[src/rtl/int_source_ctrl_if.sv]
// Register bus and interrupt handshake between the core and the interrupt source front-end.
// The core side uses the master modport and the front-end uses the slave modport.
interface int_source_ctrl_if #(
  parameter int NUM_SRC = 14
) ();
  logic               reg_we_i;
  logic [3:0]         reg_addr_i;
  logic [31:0]        reg_wdata_i;
  logic [31:0]        reg_rdata_o;
  logic               int_ack_i;
  logic               int_done_i;
  logic [NUM_SRC-1:0] int_flag_o;
  logic [3:0]         int_id_o;

  modport master (
    output reg_we_i, reg_addr_i, reg_wdata_i, int_ack_i, int_done_i,
    input  reg_rdata_o, int_flag_o, int_id_o
  );

  modport slave (
    input  reg_we_i, reg_addr_i, reg_wdata_i, int_ack_i, int_done_i,
    output reg_rdata_o, int_flag_o, int_id_o
  );
endinterface

[src/rtl/int_source_ctrl.sv]
// Interrupt source front-end: synchronises external lines, latches level/edge pending bits,
// and presents one fixed-priority one-hot request to the core, held until ack and blocked until mret.
module int_source_ctrl #(
  parameter int NUM_SRC     = 14,
  parameter int SYNC_STAGES = 2
) (
  input  logic               clk,
  input  logic               rst,
  input  logic [NUM_SRC-1:0] src_i,
  int_source_ctrl_if.slave   bus
);

  localparam logic [1:0] ST_IDLE    = 2'd0;
  localparam logic [1:0] ST_PRESENT = 2'd1;
  localparam logic [1:0] ST_SERVICE = 2'd2;

  localparam logic [1:0] A_ENABLE  = 2'd0;
  localparam logic [1:0] A_EDGESEL = 2'd1;
  localparam logic [1:0] A_PENDING = 2'd2;
  localparam logic [1:0] A_CLAIM   = 2'd3;

  localparam logic [NUM_SRC-1:0] ONE_HOT0 = NUM_SRC'(1);
  localparam logic [3:0]         NO_ID    = 4'hF;

  logic [NUM_SRC-1:0] sync_q [SYNC_STAGES];
  logic [NUM_SRC-1:0] s, s_d;
  logic [NUM_SRC-1:0] enable, edge_sel, pending, pend_nxt;
  logic [NUM_SRC-1:0] rise, w1c, ack_clr, mode_chg, edge_nxt, eligible;
  logic [1:0]         st;
  logic [3:0]         id, win_id;
  logic [1:0]         waddr;
  logic               unused_bits;

  assign waddr       = bus.reg_addr_i[3:2];
  assign unused_bits = ^{bus.reg_addr_i[1:0], bus.reg_wdata_i[31:NUM_SRC]};

  assign s        = sync_q[SYNC_STAGES-1];
  assign rise     = s & ~s_d;
  assign eligible = pending & enable;

  assign w1c      = (bus.reg_we_i && waddr == A_PENDING) ? bus.reg_wdata_i[NUM_SRC-1:0] : '0;
  assign mode_chg = (bus.reg_we_i && waddr == A_EDGESEL)
                  ? (bus.reg_wdata_i[NUM_SRC-1:0] ^ edge_sel) : '0;
  assign ack_clr  = bus.int_flag_o & {NUM_SRC{bus.int_ack_i}};

  // A fresh edge beats any clear landing in the same cycle; a mode change discards the bit outright.
  assign edge_nxt = (pending & ~(w1c | ack_clr)) | rise;
  assign pend_nxt = ((edge_sel & edge_nxt) | (~edge_sel & s)) & ~mode_chg;

  // NOTE: every combinational output gets a default before the loop, so no latch is inferred.
  always_comb begin
    win_id = NO_ID;
    for (int i = NUM_SRC - 1; i >= 0; i--) begin
      if (eligible[i]) win_id = 4'(i);
    end
  end

  // NOTE: state uses non-blocking assignments so every flop samples pre-edge values.
  always_ff @(posedge clk) begin
    if (rst) begin
      for (int k = 0; k < SYNC_STAGES; k++) sync_q[k] <= '0;
      s_d      <= '0;
      enable   <= '0;
      edge_sel <= '0;
      pending  <= '0;
      st       <= ST_IDLE;
      id       <= NO_ID;
    end else begin
      sync_q[0] <= src_i;
      for (int k = 1; k < SYNC_STAGES; k++) sync_q[k] <= sync_q[k-1];
      s_d     <= s;
      pending <= pend_nxt;

      if (bus.reg_we_i && waddr == A_ENABLE)  enable   <= bus.reg_wdata_i[NUM_SRC-1:0];
      if (bus.reg_we_i && waddr == A_EDGESEL) edge_sel <= bus.reg_wdata_i[NUM_SRC-1:0];

      case (st)
        ST_IDLE: begin
          if (|eligible) begin
            st <= ST_PRESENT;
            id <= win_id;
          end
        end
        ST_PRESENT: begin
          if (bus.int_ack_i) begin
            st <= ST_SERVICE;
          end else if (!(|(eligible & bus.int_flag_o))) begin
            st <= ST_IDLE;
            id <= NO_ID;
          end
        end
        ST_SERVICE: begin
          if (bus.int_done_i) begin
            st <= ST_IDLE;
            id <= NO_ID;
          end
        end
        default: begin
          st <= ST_IDLE;
          id <= NO_ID;
        end
      endcase
    end
  end

  assign bus.int_flag_o = (st == ST_PRESENT) ? (ONE_HOT0 << id) : '0;
  assign bus.int_id_o   = id;

  always_comb begin
    bus.reg_rdata_o = '0;
    case (waddr)
      A_ENABLE:  bus.reg_rdata_o = {{(32-NUM_SRC){1'b0}}, enable};
      A_EDGESEL: bus.reg_rdata_o = {{(32-NUM_SRC){1'b0}}, edge_sel};
      A_PENDING: bus.reg_rdata_o = {{(32-NUM_SRC){1'b0}}, pending};
      A_CLAIM:   bus.reg_rdata_o = {28'b0, (st == ST_IDLE) ? NO_ID : id};
      default:   bus.reg_rdata_o = '0;
    endcase
  end

endmodule

[src/flat_wrapper.sv]
// flat-port wrapper written by rule: the top's interface ports become plain ports
module int_source_ctrl_flat 
#(
  parameter int NUM_SRC     = 14,
  parameter int SYNC_STAGES = 2
)
  (clk, rst, src_i, bus_reg_we_i, bus_reg_addr_i, bus_reg_wdata_i, bus_int_ack_i, bus_int_done_i, bus_reg_rdata_o, bus_int_flag_o, bus_int_id_o);
  int_source_ctrl_if #(.NUM_SRC(NUM_SRC)) bus_i ();
  input  logic clk;
  input  logic rst;
  input  logic [NUM_SRC-1:0] src_i;
  input wire logic [$bits(bus_i.reg_we_i)-1:0] bus_reg_we_i;
  input wire logic [$bits(bus_i.reg_addr_i)-1:0] bus_reg_addr_i;
  input wire logic [$bits(bus_i.reg_wdata_i)-1:0] bus_reg_wdata_i;
  input wire logic [$bits(bus_i.int_ack_i)-1:0] bus_int_ack_i;
  input wire logic [$bits(bus_i.int_done_i)-1:0] bus_int_done_i;
  output wire logic [$bits(bus_i.reg_rdata_o)-1:0] bus_reg_rdata_o;
  output wire logic [$bits(bus_i.int_flag_o)-1:0] bus_int_flag_o;
  output wire logic [$bits(bus_i.int_id_o)-1:0] bus_int_id_o;
  assign bus_i.reg_we_i = bus_reg_we_i;
  assign bus_i.reg_addr_i = bus_reg_addr_i;
  assign bus_i.reg_wdata_i = bus_reg_wdata_i;
  assign bus_i.int_ack_i = bus_int_ack_i;
  assign bus_i.int_done_i = bus_int_done_i;
  assign bus_reg_rdata_o = bus_i.reg_rdata_o;
  assign bus_int_flag_o = bus_i.int_flag_o;
  assign bus_int_id_o = bus_i.int_id_o;
  int_source_ctrl #(.NUM_SRC(NUM_SRC), .SYNC_STAGES(SYNC_STAGES)) u_core (.clk(clk), .rst(rst), .src_i(src_i), .bus(bus_i));
endmodule
[config.mk]
export PLATFORM = sky130hd
export DESIGN_NAME = int_source_ctrl_flat
export DESIGN_NICKNAME = d
export VERILOG_FILES = /design/src/rtl/int_source_ctrl_if.sv /design/src/rtl/int_source_ctrl.sv /design/src/flat_wrapper.sv
export SDC_FILE = /design/constraint.sdc
export NUM_CORES = 1
export LEC_CHECK = 0
export BUFFER_PORTS_ARGS = -buffer_cell sky130_fd_sc_hd__clkbuf_2
export CAP_MARGIN = 20
export CORE_UTILIZATION = 40
export CTS_CLUSTER_DIAMETER = 80
export DETAILED_ROUTE_END_ITERATION = 8
export PLACE_DENSITY = 0.75
export SETUP_SLACK_MARGIN = 0.5
export SLEW_MARGIN = 20
export SYNTH_ARGS = -nofsm -noshare
export SYNTH_HDL_FRONTEND = slang
export SYNTH_SLANG_ARGS = --single-unit
export TNS_END_PERCENT = 50
[constraint.sdc]
create_clock -name clk -period 2.2 [get_ports clk]
set_clock_uncertainty 0.1 [all_clocks]
set_input_delay 0.11 -clock clk [delete_from_list [all_inputs] [get_ports clk]]
set_output_delay 0.11 -clock clk [all_outputs]
set_load 0.005 [all_outputs]
==> impl_metrics.env <==
export IMPL_layout_overhead_on_the_synthesized_area_pct=30.3
export IMPL_slowest_delay_ns=0.43
export IMPL_run_status="finished clean"
export IMPL_clock_tree_from_tritoncts="built"
export IMPL_synth_fa_ha_area_share_pct=0
export IMPL_cts_root_buf="clkbuf_8"
export IMPL_place_area_mm2=0.00470
export IMPL_worst_setup_path_startpoint="u_core.bus.int_id_o[3]"
export IMPL_fin_crit_ns=1.91
export IMPL_timing_critical_path_to_type="primary output"
export IMPL_avgRoutedWirePerCell_um=15.4
export IMPL_worst_path_bufs_invs=2
export IMPL_synth_top_flop_cell="dfxtp_1"
export IMPL_cts_sinks=90
export IMPL_grt_antenna_before_repair=0
export IMPL_critPathSlowestCell="or3b_4"
export IMPL_top_level_ports=105
export IMPL_power_ir_vdd_worst_uv=544
export IMPL_standard_cell_rows=37
export IMPL_number_of_global_route_vias_before_repair=3898
export IMPL_yosysWarningCount=0
export IMPL_ctsHtreeMaxLevel=3
export IMPL_final_area_mm2=0.00560
export IMPL_synth_area_per_cell_um2=8.44
export IMPL_synth_sequential_area_ratio_pct=41.9
export IMPL_num_vias=4101
export IMPL_syn_instance_count=509
export IMPL_synth_compound_area_share_pct=15.3
export IMPL_finalWeightedCongestion=0.878
export IMPL_path_class="flip-flop to primary output"
export IMPL_tns_ns=0
export IMPL_synthArstFlopShare_pct=0
export IMPL_worst_slew_pin_slew_ns=0.615
export IMPL_powerDensity_mw_per_mm2=585
export IMPL_worst_r2r_startpoint="u_core.bus.int_id_o[2]"
export IMPL_worstPathCellList="or3b_4 -> buf_4 -> nor3_1 -> clkbuf_2"
export IMPL_synth_cell_type_count=54
export IMPL_total_leakage_power_nw=2.12
export IMPL_coreArea_mm2=0.0104
export IMPL_grt_start_max_net_pins=37
export IMPL_synth_mux_area_fraction_pct=4.43
export IMPL_hold_start="bus_int_ack_i"
export IMPL_clkTransAtPathRegs_ns=0.09
export IMPL_io_buffers=66
export IMPL_final_max_slew_viol_count=0
export IMPL_post_drt_via_cell_ratio=5.37
export IMPL_drcViolationCount=0
export IMPL_delay_heaviest_family_cp="simple AND/OR/NAND/NOR gates"
export IMPL_num_antenna_cells=0
export IMPL_detailedRoute_firstIterationViolations=364
export IMPL_post_layout_net_count=678
export IMPL_leading_cell_type_in_the_layout_fill_and_taps_excluded="nand2_1"
export IMPL_relSlewSlack_pct=59.0
export IMPL_clk_path_buf_depth=2
export IMPL_mappedNetlistArea_mm2=0.00430
export IMPL_final_hold_violation_count=0
export IMPL_start_util_pct=41.4
export IMPL_totalWireLength_um=11700
export IMPL_period_share_pct=86.9
export IMPL_worst_endpoint_arrival_ns=1.70
export IMPL_die_x_um=106
export IMPL_post_route_antenna_net_violation_count=0
export IMPL_worst_skew_pair_late_latency_ns=0.37
export IMPL_die_h_um=106
export IMPL_final_count_of_negative_setup_slack_endpoints=0
export IMPL_gr_total_overflow=0
export IMPL_grt_total_usage_pct=21.3
export IMPL_post_route_cells_drive_above_1_share_pct=29.9
export IMPL_synth_enable_flop_cells=0
export IMPL_ys_ff_latch=90
export IMPL_grt_first_pass_wirelength_um=18700
export IMPL_numCtsBuffers=9
export IMPL_setup_worst_path_start_class="flip-flop"
export IMPL_crit_required_ns=1.99
export IMPL_max_clock_freq_mhz=523
export IMPL_crit_path_max_fanout=6
export IMPL_yosys_area_share_simple_pct=31.0
export IMPL_place_detailed_hpwl_um=7890
export IMPL_synth_xor_area_share_pct=0
export IMPL_drt_first_pass_iters=5
export IMPL_dominant_combinational_cell_family_by_area_after_synthesis="simple AND/OR/NAND/NOR gates"
export IMPL_die_area_mm2=0.0112
export IMPL_layout_common_cells="nand2_1, dfxtp_1, clkbuf_2, nor2b_1, a21oi_1"
export IMPL_grt_setup_unrepaired="yes"
export IMPL_max_cap_viols=0
export IMPL_worstHoldPathType="input pin to flip-flop"
export IMPL_num_fill_cells=956
## cell type report
type                       instances  area (µm²)  share of cell area (%)
multi-input combinational        384        2380                    42.5
sequential                        90        1840                    32.9
timing repair buffer             137         975                    17.4
tap                              136         170                    3.04
clock buffer                       9         124                    2.21
clock inverter                     7         101                    1.81
inverter                           1        3.75                  0.0671
## through the flow
stage	std cells	hold slack (ns)	total power [mW]	setup slack, ns	util, %
final	764	0.0298	3.27	0.288	54.0
after global routing	764	0.0371	3.41	0.231	54.0
after CTS	754	0.0108	3.29	0.303	52.2
after detailed placement	695	0.225	2.00	0.107	45.3
after global placement	695	0.218	1.99	0.118	45.3
after floorplan	526	0.138	1.92	0.333	-
## cell usage after synthesis, types with 3 or more instances
cell type / count / share of area, %
nor2_1: 21 / 1.8
nor3b_1: 15 / 2.6
buf_6: 3 / 0.79
mux2i_1: 10 / 2.3
dfxtp_1: 90 / 42
buf_2: 5 / 0.58
nand2b_1: 4 / 0.58
o21ai_0: 18 / 2.1
a21oi_1: 42 / 4.9
nor2b_1: 44 / 6.4
nor4_1: 15 / 2.2
and2_1: 4 / 0.58
a21oi_2: 3 / 0.61
a31oi_1: 3 / 0.44
mux4_2: 4 / 2.1
buf_4: 19 / 3.3
a22oi_1: 22 / 3.8
nand2_1: 105 / 9.2
clkbuf_1: 22 / 1.9
nand3_1: 12 / 1.4
nor3_1: 5 / 0.58
a32oi_1: 5 / 1.0
## cell families after synthesis
family | after synthesis
multiplexers | 14
AND/OR/NAND/NOR | 250
other | 1
buffers and inverters | 52
AO/OA/AOI/OAI | 102
flip-flops | 90
## power breakdown
group,switching (mW),leakage [nW],internal (mW)
clock,0.610,0.106,0.649
sequential,0.0384,0.742,1.67
combinational,0.159,1.27,0.145
total,0.807,2.12,2.47
## worst reg2reg max path: cells and delay by family (launching register included)
family          cells  cell delay (ns)
flops               1             0.40
compound gates      2             0.39
buf+inv             1             0.16
simple gates        3             0.80
## timing repair
item,in CTS,in global routing
hold buffers,28,0
buffers inserted,15,10
endpoints found under the setup margin,29,34
endpoints found under the hold margin,42,0
resized for setup,34,25
pin swaps,9,21
## registers in the layout, summed over array words and instances (netlist names)
register,count
u_core.sync_q,28
u_core.s_d,14
u_core.enable,14
u_core.bus.int_id_o,4
u_core.st,2
u_core.edge_sel,14
u_core.pending,14
## routing by layer
| metal | wire [µm] | GRT usage (%) | vias up |
|---|---|---|---|
| met5 | 0 | 0 | - |
| met4 | 315 | 9.52 | 0 |
| met3 | 717 | 4.45 | 31 |
| met2 | 5760 | 36.8 | 170 |
| met1 | 4950 | 25.5 | 1935 |
| li1 | - | - | 1965 |
## final timing paths
kind                                          endpoint  slack, ns  cells past startpoint
worst max-delay path                 bus_int_flag_o[8]       0.29                      4
worst min-delay path                      u_core.st[0]       0.03                      3
worst max register to register  u_core.bus.int_id_o[3]       0.29                      6
worst min register to register    u_core.sync_q[0][21]       0.34                      1
(Power assumes the default switching activity.)
